File: src/rtl/maxpool2x2_if.sv
// Stream bundle between the ReLU stage, the pooling stage and its consumer.
// Latency: none, wires only.
// Backpressure: none; valid-only stream, the consumer must take every beat.
interface maxpool2x2_if #(
  parameter int NUM_WIDTH = 16
);
  logic                 up_valid;
  logic [NUM_WIDTH-1:0] up_data;
  logic                 dn_valid;
  logic [NUM_WIDTH-1:0] dn_data;

  // Source side: drives samples in, observes pooled results.
  modport master (output up_valid, up_data, input dn_valid, dn_data);
  // Pooling stage side.
  modport slave  (input up_valid, up_data, output dn_valid, dn_data);
endinterface

File: src/rtl/maxpool2x2.sv
// 2x2 stride-2 signed max pooling over a raster stream, one pooled row held in a line buffer; bypass passes samples through.
// Latency: 1 cycle from the accepting edge of a window's 4th sample (or of a bypassed sample) to dn_valid.
// Backpressure: none; up_valid gaps stall the counters, and every dn_valid beat must be taken.
module maxpool2x2 #(
  parameter int NUM_WIDTH = 16,
  parameter int MAX_COLS  = 64,
  parameter int DIM_W     = 7
) (
  input  logic             clk,
  input  logic             rst_n,
  input  logic             bypass,
  input  logic             start,
  input  logic [DIM_W-1:0] cfg_cols,
  input  logic [DIM_W-1:0] cfg_rows,
  maxpool2x2_if.slave      bus,
  output logic             frame_done,
  output logic             busy
);
  localparam int LB_DEPTH = MAX_COLS / 2;
  localparam int LB_AW    = (LB_DEPTH > 1) ? $clog2(LB_DEPTH) : 1;

  typedef enum logic {IDLE = 1'b0, RUN = 1'b1} state_t;
  state_t state, state_nxt;

  // Raw column count is kept so an odd trailing column is still consumed and dropped.
  logic [DIM_W-1:0] cols_q;
  logic [DIM_W-2:0] rows_half_q;
  logic [DIM_W-1:0] col_cnt, row_cnt;
  logic signed [NUM_WIDTH-1:0] pair_q;
  logic signed [NUM_WIDTH-1:0] linebuf [LB_DEPTH];

  logic [DIM_W-1:0] cols_ev, rows_ev;
  logic cfg_short, accept, last_col, last_row, pool_col;
  logic win, win_out, win_last;
  logic signed [NUM_WIDTH-1:0] sample, pmax, lb_rd, result;

  assign sample    = bus.up_data;
  assign cols_ev   = {cols_q[DIM_W-1:1], 1'b0};
  assign rows_ev   = {rows_half_q, 1'b0};
  // Fewer than 2 columns or rows after rounding down means no window exists.
  assign cfg_short = (cfg_cols < DIM_W'(2)) || (cfg_rows < DIM_W'(2));
  // A start in the same cycle wins over any sample.
  assign accept    = (state == RUN) && bus.up_valid && !bypass && !start;
  assign last_col  = (col_cnt == cols_q - DIM_W'(1));
  assign last_row  = (row_cnt == rows_ev - DIM_W'(1));
  assign pool_col  = (col_cnt < cols_ev);
  assign win       = accept && pool_col && col_cnt[0];
  assign win_out   = win && row_cnt[0];
  assign win_last  = win_out && last_row && (col_cnt == cols_ev - DIM_W'(1));
  assign lb_rd     = linebuf[col_cnt[LB_AW:1]];
  assign pmax      = (sample > pair_q) ? sample : pair_q;
  assign result    = (pmax > lb_rd) ? pmax : lb_rd;

  // State register.
  always_ff @(posedge clk or negedge rst_n) begin
    if (!rst_n) state <= IDLE;
    else        state <= state_nxt;
  end

  // Next state: start (re)launches a frame unless it is degenerate; the last raw column of the last pooled row ends it.
  always_comb begin
    state_nxt = state;
    if (start)                                state_nxt = cfg_short ? IDLE : RUN;
    else if (accept && last_col && last_row)  state_nxt = IDLE;
  end

  // State outputs.
  always_comb begin
    busy = (state == RUN);
  end

  // Config latch, raster counters and the horizontal pair register.
  always_ff @(posedge clk or negedge rst_n) begin
    if (!rst_n) begin
      cols_q      <= '0;
      rows_half_q <= '0;
      col_cnt     <= '0;
      row_cnt     <= '0;
      pair_q      <= '0;
    end else if (start) begin
      cols_q      <= cfg_cols;
      rows_half_q <= cfg_rows[DIM_W-1:1];
      col_cnt     <= '0;
      row_cnt     <= '0;
      pair_q      <= '0;
    end else if (accept) begin
      if (!col_cnt[0]) pair_q <= sample;
      if (last_col) begin
        col_cnt <= '0;
        row_cnt <= last_row ? '0 : row_cnt + DIM_W'(1);
      end else begin
        col_cnt <= col_cnt + DIM_W'(1);
      end
    end
  end

  // Even rows park their horizontal pair maxima for the odd row below.
  always_ff @(posedge clk) begin
    if (win && !row_cnt[0]) linebuf[col_cnt[LB_AW:1]] <= pmax;
  end

  // Registered output stage; dn_data holds between valid beats.
  always_ff @(posedge clk or negedge rst_n) begin
    if (!rst_n) begin
      bus.dn_valid <= 1'b0;
      bus.dn_data  <= '0;
      frame_done   <= 1'b0;
    end else if (bypass) begin
      bus.dn_valid <= bus.up_valid;
      if (bus.up_valid) bus.dn_data <= bus.up_data;
      frame_done   <= start && cfg_short;
    end else begin
      bus.dn_valid <= win_out;
      if (win_out) bus.dn_data <= result;
      frame_done   <= win_last || (start && cfg_short);
    end
  end
endmodule

File: src/flat_wrapper.sv
// flat-port wrapper written by rule: the top's interface ports become plain ports
module maxpool2x2_flat 
#(
  parameter int NUM_WIDTH = 16,
  parameter int MAX_COLS  = 64,
  parameter int DIM_W     = 7
)
  (clk, rst_n, bypass, start, cfg_cols, cfg_rows, frame_done, busy, bus_up_valid, bus_up_data, bus_dn_valid, bus_dn_data);
  maxpool2x2_if #(.NUM_WIDTH(NUM_WIDTH)) bus_i ();
  input  logic clk;
  input  logic rst_n;
  input  logic bypass;
  input  logic start;
  input  logic [DIM_W-1:0] cfg_cols;
  input  logic [DIM_W-1:0] cfg_rows;
  output logic frame_done;
  output logic busy;
  input wire logic [$bits(bus_i.up_valid)-1:0] bus_up_valid;
  input wire logic [$bits(bus_i.up_data)-1:0] bus_up_data;
  output wire logic [$bits(bus_i.dn_valid)-1:0] bus_dn_valid;
  output wire logic [$bits(bus_i.dn_data)-1:0] bus_dn_data;
  assign bus_i.up_valid = bus_up_valid;
  assign bus_i.up_data = bus_up_data;
  assign bus_dn_valid = bus_i.dn_valid;
  assign bus_dn_data = bus_i.dn_data;
  maxpool2x2 #(.NUM_WIDTH(NUM_WIDTH), .MAX_COLS(MAX_COLS), .DIM_W(DIM_W)) u_core (.clk(clk), .rst_n(rst_n), .bypass(bypass), .start(start), .cfg_cols(cfg_cols), .cfg_rows(cfg_rows), .bus(bus_i), .frame_done(frame_done), .busy(busy));
endmodule
File: config.mk
export PLATFORM = sky130hd
export DESIGN_NAME = maxpool2x2_flat
export DESIGN_NICKNAME = d
export VERILOG_FILES = /design/src/rtl/maxpool2x2_if.sv /design/src/rtl/maxpool2x2.sv /design/src/flat_wrapper.sv
export SDC_FILE = /design/constraint.sdc
export NUM_CORES = 1
export LEC_CHECK = 0
export CAP_MARGIN = 20
export CORE_MARGIN = 1
export CORE_UTILIZATION = 50
export DETAILED_ROUTE_END_ITERATION = 7
export DONT_BUFFER_PORTS = 1
export GPL_TIMING_DRIVEN = 0
export SLEW_MARGIN = 20
export SYNTH_ARGS = -nofsm -noshare
export SYNTH_HDL_FRONTEND = slang
export SYNTH_SLANG_ARGS = --single-unit
File: constraint.sdc
create_clock -name clk -period 11 [get_ports clk]
set_clock_uncertainty 0.05 [all_clocks]
set_input_delay 2.2 -clock clk [delete_from_list [all_inputs] [get_ports clk]]
set_output_delay 2.2 -clock clk [all_outputs]
set_load 0.02 [all_outputs]
==> Yosys cells after proc, flatten, opt, wreduce, memory -nomap -nowiden <==
Memory sizes are Yosys's and may differ from the RTL's.
Index checks and enable logic that the tools add are counted.
Widths: inputs -> output; s select.
{ "totals": {"register_bits": 62, "latchBits": 0, "ram_bits": 512, "rom_bits": 0, "input_bits": 35, "output_inout_bits": 19, "word_cells": 71, "n_memories": 1} }
{ "memory_table": {"columns": ["name", "depth", "width", "read_ports", "rd_clocked_by_memory_dff", "wr", "line", "text"], "rows": [
  ["u_core.linebuf", 32, 16, 1, 0, 1, "maxpool2x2.sv:30", "logic signed [NUM_WIDTH-1:0] linebuf [LB_DEPTH];"]
]} }
{ "op_classes": {"add_sub_neg": 5, "multipliers": 0, "n_div": 0, "n_lt_le_gt_ge": 5, "n_eq_ne": 5, "n_shift": 0, "muxes": 22, "n_bitwise": 0, "n_reduce_logical": 24} }
{ "op_table": {"columns": ["op", "n"], "rows": [
  ["$mux 16", 8],
  ["$mux 7", 7],
  ["$gt 16x16->1", 2],
  ["$eq 7x7->1", 3],
  ["$sub 7x1->7 const B", 3],
  ["$add 7x1->7 const B", 2],
  ["$lt 7x2->1 const B", 2],
  ["$logic_and 1x1->1", 12],
  ["$reduce_bool 2->1", 4],
  ["$lt 7x7->1", 1],
  ["$mux 1", 7],
  ["$reduce_and 2->1", 3],
  ["$logic_not 1->1", 3],
  ["$logic_or 1x1->1", 2],
  ["$ne 2x1->1 const B", 1],
  ["$ne 2x2->1 const B", 1]
]} }

==> Longest topological paths before layout <==
Gate-level depths: netlist of the first run.
{ "logic_depth": {"ltp_word": 10, "ltp_mapped": 19, "mapped_depth_nobuf": 16} }

==> Worst setup path after synthesis of the first run <==
No wires, ideal clock.
{ "synth_timing": {"path_kind": "input-to-reg", "startpoint": "input bus_up_data[13]", "endpoint": "register u_core.bus.dn_data[10]", "setup_ps": 128, "arrival_time_ps": 7137, "t_required_ps": 10822, "setup_slack_ps": 3684, "path_stages": 16, "n_path_buf": 3, "cell_sequence": "ha_1 > a21o_1 > a2111oi_0 > a31oi_1 > buf_2 > buf_2 > o21ai_0 > ha_1 > nor2b_1 > o211ai_1 > a2111oi_0 > nor4_1 > mux2_2 > clkbuf_1 > a32o_1 > a221o_1"} }
{ "synth_between": {"elab_chain_len": 6} }
{ "synth_lines": {"columns": ["item", "line", "text"], "rows": [
  ["from (decl)", "flat_wrapper.sv:19", "input wire logic [$bits(bus_i.up_data)-1:0] bus_up_data;"],
  ["$gt 16x16->1", "maxpool2x2.sv:51", "assign pmax = (sample > pair_q) ? sample : pair_q;"],
  ["$mux 16", "maxpool2x2.sv:51", null],
  ["via u_core.pmax[1]", "maxpool2x2.sv:35", "logic signed [NUM_WIDTH-1:0] sample, pmax, lb_rd, result;"],
  ["$gt 16x16->1", "maxpool2x2.sv:52", "assign result = (pmax > lb_rd) ? pmax : lb_rd;"],
  ["$mux 16", "maxpool2x2.sv:52", null],
  ["$mux 16", "maxpool2x2.sv:114", "if (win_out) bus.dn_data <= result;"],
  ["$mux 16", "maxpool2x2.sv:108", "end else if (bypass) begin"],
  ["to (signal assigned)", "maxpool2x2.sv:110", "if (bus.up_valid) bus.dn_data <= bus.up_data;"],
  ["to (signal assigned)", "maxpool2x2.sv:114", null],
  ["to (decl)", "maxpool2x2_if.sv:15", "modport slave (input up_valid, up_data, output dn_valid, dn_data);"]
]} }
The timed path passes the listed nets, and every way through them passes these cells. The select of a mux whose other input is x is not followed.
A chain may end at the register's enable or synchronous reset.

==> Final worst setup path of the first run <==
{ "layout_timing": {"startpoint": "input bus_up_data[13]", "endpoint": "register u_core.bus.dn_data[9]"} }
Same word-level chain as after synthesis.

==> results of run 1 <==
state kept, by name, indices dropped and copies added (netlist names):
register             flops
u_core.frame_done        1
u_core.busy              1
u_core.linebuf         512
u_core.bus.dn_valid      1
u_core.col_cnt           7
u_core.pair_q           16
u_core.cols_q            7
u_core.bus.dn_data      16
u_core.row_cnt           7
u_core.rows_half_q       6
logic make-up (layout without fill, tap and decap cells):
group	after synthesis	count (layout)
XOR/XNOR	25	25
multiplexers	244	244
buffers and inverters	126	262
AND/OR/NAND/NOR	251	251
AO/OA/AOI/OAI	246	246
adder cells (fa/ha/maj)	44	44
flip-flops	574	574
worst paths after layout:
| check | start | endpoint | depth (start not counted) |
|---|---|---|---|
| worst max-delay path | bus_up_data[13] | u_core.bus.dn_data[9]$_DFFE_PN0P_ | 16 |
| worst min-delay path | u_core.pair_q[5]$_DFFE_PN0P_ | u_core.pair_q[5]$_DFFE_PN0P_ | 1 |
| worst max register to register | u_core.col_cnt[4]$_DFFE_PN0P_ | u_core.bus.dn_data[9]$_DFFE_PN0P_ | 15 |
| worst min register to register | u_core.pair_q[5]$_DFFE_PN0P_ | u_core.pair_q[5]$_DFFE_PN0P_ | 1 |
| max in group asynchronous | rst_n | u_core.bus.dn_data[2]$_DFFE_PN0P_ | 0 |
| min in group asynchronous | rst_n | u_core.pair_q[5]$_DFFE_PN0P_ | 0 |
synthesized netlist by cell type, drive strengths merged, types with 7 or more instances:
cell | number | area [sq um]
a21oi | 25 | 128.9
a221o | 13 | 130.1
a22o | 20 | 175.2
a32o | 15 | 150.1
buf | 41 | 219.0
clkbuf | 34 | 127.6
dfrtp | 62 | 1551
edfxtp | 512 | 15370
ha | 44 | 550.5
inv | 49 | 183.9
mux2 | 7 | 78.83
mux2i | 214 | 2142
mux4 | 23 | 518.0
nand2 | 63 | 236.5
nand3 | 29 | 145.1
nand4 | 12 | 75.07
nor2 | 64 | 240.2
nor2b | 9 | 56.30
nor3 | 9 | 50.05
nor4 | 30 | 187.7
o21ai | 36 | 180.2
o22ai | 104 | 650.6
xnor2 | 19 | 166.4
layer usage:
layer | routed length (um) | up-vias | GRT usage (%)
li1 | - | 6156 | -
met1 | 29340 | 7401 | 41.94
met2 | 31960 | 715 | 44.76
met3 | 5633 | 135 | 4.577
met4 | 2699 | 0 | 11.48
met5 | 0 | - | 0
through the flow:
stage                     hold slack (ns)  instances  power (mW)
after CTS                          0.4523       2251       4.691
after global placement             0.4372       2117       2.708
after floorplan                    0.4161       1510       2.632
after detailed placement           0.4326       2143       2.741
final                              0.4498       2253       4.673
after global routing               0.4607       2253       4.797
power by group through the flow:
| stage | logic [mW] | clock network (mW) | registers [mW] |
|---|---|---|---|
| 3_3_place_gp | 0.198 | 0 | 2.51 |
| 3_5_place_dp | 0.243 | 0 | 2.50 |
| 2_1_floorplan | 0.136 | 0 | 2.50 |
| 6_report | 0.246 | 1.98 | 2.45 |
| 4_1_cts | 0.244 | 1.99 | 2.45 |
| 5_1_grt | 0.266 | 2.08 | 2.45 |
layout make-up:
| cell class | instances | area share, % |
|---|---|---|
| Buffer | 75 | 1.304 |
| Inverter | 51 | 0.6928 |
| Clock buffer | 67 | 5.529 |
| Multi-Input combinational cell | 810 | 24.75 |
| Clock inverter | 41 | 1.372 |
| Tap cell | 607 | 2.749 |
| Sequential cell | 574 | 61.26 |
| Timing Repair Buffer | 28 | 2.350 |
worst max-delay path, stage by stage:
cell and delay (ns):
ha_1 0.29, nand4_1 0.18, nor4_1 0.62, o21ai_0 0.19, a31oi_1 0.22, clkbuf_1 0.47, mux2i_1 0.20, inv_1 0.75
ha_1 0.40, nand4_1 0.17, a2111oi_0 0.10, nor4_1 0.31, mux2_2 0.47, clkbuf_1 0.28, a32o_1 0.33, a221o_1 0.26
==> summary.log, run 1 <==
[status] run status complete, but fails checks
[status] violated checks design-rule violations
[cts] master cell of the clock root buffer clkbuf_16
[cells_and_area] fraction of layout cells with a size suffix above 1 14.28%
[worst_setup_path] register-to-register setup slack 4.58 ns
[sta] share of the cycle needed by the critical path after routing 63.42%
[grt] largest net degree at the start of global routing 63
[synthesis] EDFF count, synth 512
[grt] initial antenna violation count 0
[worst_setup_path] required time of the critical path 11.47 ns
[synthesis] largest family of logic cells by synthesized area multiplexers
[routing] DRT Wirelength 69.63 mm
[sta] number of failing hold endpoints at the final stage 0
[synthesis] distinct cell type count of the synthesized netlist 61
[cells_and_area] final instance area 27,630 sq um
[grt] wire length of the first global-routing pass 98.84 mm
[cts] clock sink count 574
[die] starting density of the core 51.08%
[place] post-placement worst setup slack 3.509 ns
[cells_and_area] count of filler cells inserted in the layout 3,593
[die] core region area 46,850 sq um
[power_and_ir_drop] part of the power in registers 52.5%
[synthesis] mean area per synthesized cell 15.85 sq um
[power_and_ir_drop] cell-internal power 3.648 mW
[die] die area 48,740 sq um
[cts] maximum number of buffers from clock root to sink 3
[sta] minimum period implied by the final worst setup slack 6.977 ns
[sta] fin worst setup slack 4.023 ns
[power_and_ir_drop] part of the power in combinational logic 5.3%
[power_and_ir_drop] P_leak 8.891 nW
[cts] H-tree levels 2
[grt] combined global-route utilization of all metal layers 29.18%
[cts] CTS hold repair buffers 0
[place] count of input and output buffers 0
[sta] headroom to the max-slew limit 19.53%
[synthesis] parity-gate share of the synthesized area counting xor and xnor cells 0.9150%
[sta] count of final max-slew check failures 0
[worst_setup_path] category of the worst setup path launch point input pin
[routing] via count 14,410
[cells_and_area] share of the core filled with cells in the final layout 58.98%
[synthesis] number of instances in the synthesized netlist 1,510
[sta] sum of negative setup slack 0 ns
[place] Final GP Congestion 0.8872
[cells_and_area] Total Nets Final 1,679
[sta] slew at the pin closest to its max-slew limit 1.207 ns
[cells_and_area] growth of design area from synthesis to finish 15.47%
[cells_and_area] commonest non-fill, non-tap cells in the layout 512 x edfxtp_1, 214 x mux2i_1, 104 x o22ai_1
[hold_path] Worst Hold Class flop to flop
[sta] Setup violations, final 0
[sta] unrepaired setup endpoints after global routing false
[cts] number of buffers added by the clock tree synthesis step 60
[routing] number of nets still failing antenna checks after routing 0
[power_and_ir_drop] power per cell area 169.1 nW/um^2
[synthesis] adder and majority gate portion of the synthesized area 2.301%
[cts] clock-pin slew of the registers on the worst-case setup and hold paths 0.06 ns
[routing] drt wl/cell 30.90 um
[place] HPWL after detailed placement 46.35 mm
[routing] 1st-pass router iterations 8
[synthesis] Synth Register Bits 574
[routing] First DRT Iteration DRCs 1,652
[synthesis] mux contribution to synthesized area 11.45%
[die] width of the die 220.8 um
[synthesis] prevailing post-synth register cell edfxtp_1
[cells_and_area] most common cell after layout, fill and taps aside edfxtp_1
[sta] fmax 0.1433 GHz
[worst_setup_path] critical path arrival 7.45 ns
[worst_setup_path] worst setup path class input pin to flop
[synthesis] share of the synthesized area in compound gates (AO/OA/AOI/OAI) 7.132%
[cts] clk_lat worst skew 0.64 ns
[die] die span in y 220.8 um
[power_and_ir_drop] largest voltage drop on the vdd net 0.0001448 V
[cells_and_area] antenna diode count 0
[cells_and_area] area of all sequential standard cells 16,930 sq um
[cts] TritonCTS clock tree done
[flow_run] reported max-cap violation count 0
[synthesis] Yosys warning count 0
[worst_setup_path] sort of element at the end of the critical path flop
[power_and_ir_drop] switching component of the power 1.026 mW
[power_and_ir_drop] clock power share 42.3%
[synthesis] cell area after synthesis 23,930 sq um
[routing] via-per-instance ratio 6.395
[grt] number of global-route vias before repair 13,700
[synthesis] syn nets 1,589
[synthesis] simple-gate share of the synthesized area 5.228%
[cts] Resize count post-CTS 0
[worst_setup_path] maximum net fanout on the critical path 33
[cts] buffers inserted during post-CTS setup optimization 0
[synthesis] async set-or-reset flop fraction in the synthesized netlist 10.80%
[power_and_ir_drop] switching power as a share of total power 21.95%
[die] FP Rows 79
[place] total cell area at the placement stage 25,700 sq um
[synthesis] sequential fraction of the synthesis area 70.73%
[grt] grt ovf 0
[die] top-level port count 54
[routing] drc violations 2
[cells_and_area] footprint of the multi-input gates 6838 sq um
No activity file was read; power rests on OpenSTA's default activity.
==> run 2: changes to the inputs <==
Clock period 11 ns to 6.75 ns, I/O delays scaled along.
==> results of run 2 <==
Same layout as run 1 (identical final DEF). Status: complete, but fails checks: design-rule violations.
Main changes from that run: setup slack after placement 3.509 ns -> 0.1093 ns; setup slack after layout 4.023 ns -> 0.3268 ns; hold slack 0.4498 ns -> 0.3606 ns; start point of the critical path bus_up_data[13] -> u_core.col_cnt[4]$_DFFE_PN0P_; register-to-register setup slack 4.58 ns -> 0.33 ns; total power 4.673 mW -> 7.616 mW; worst IR drop on VDD 0.0001448 V -> 0.0002360 V
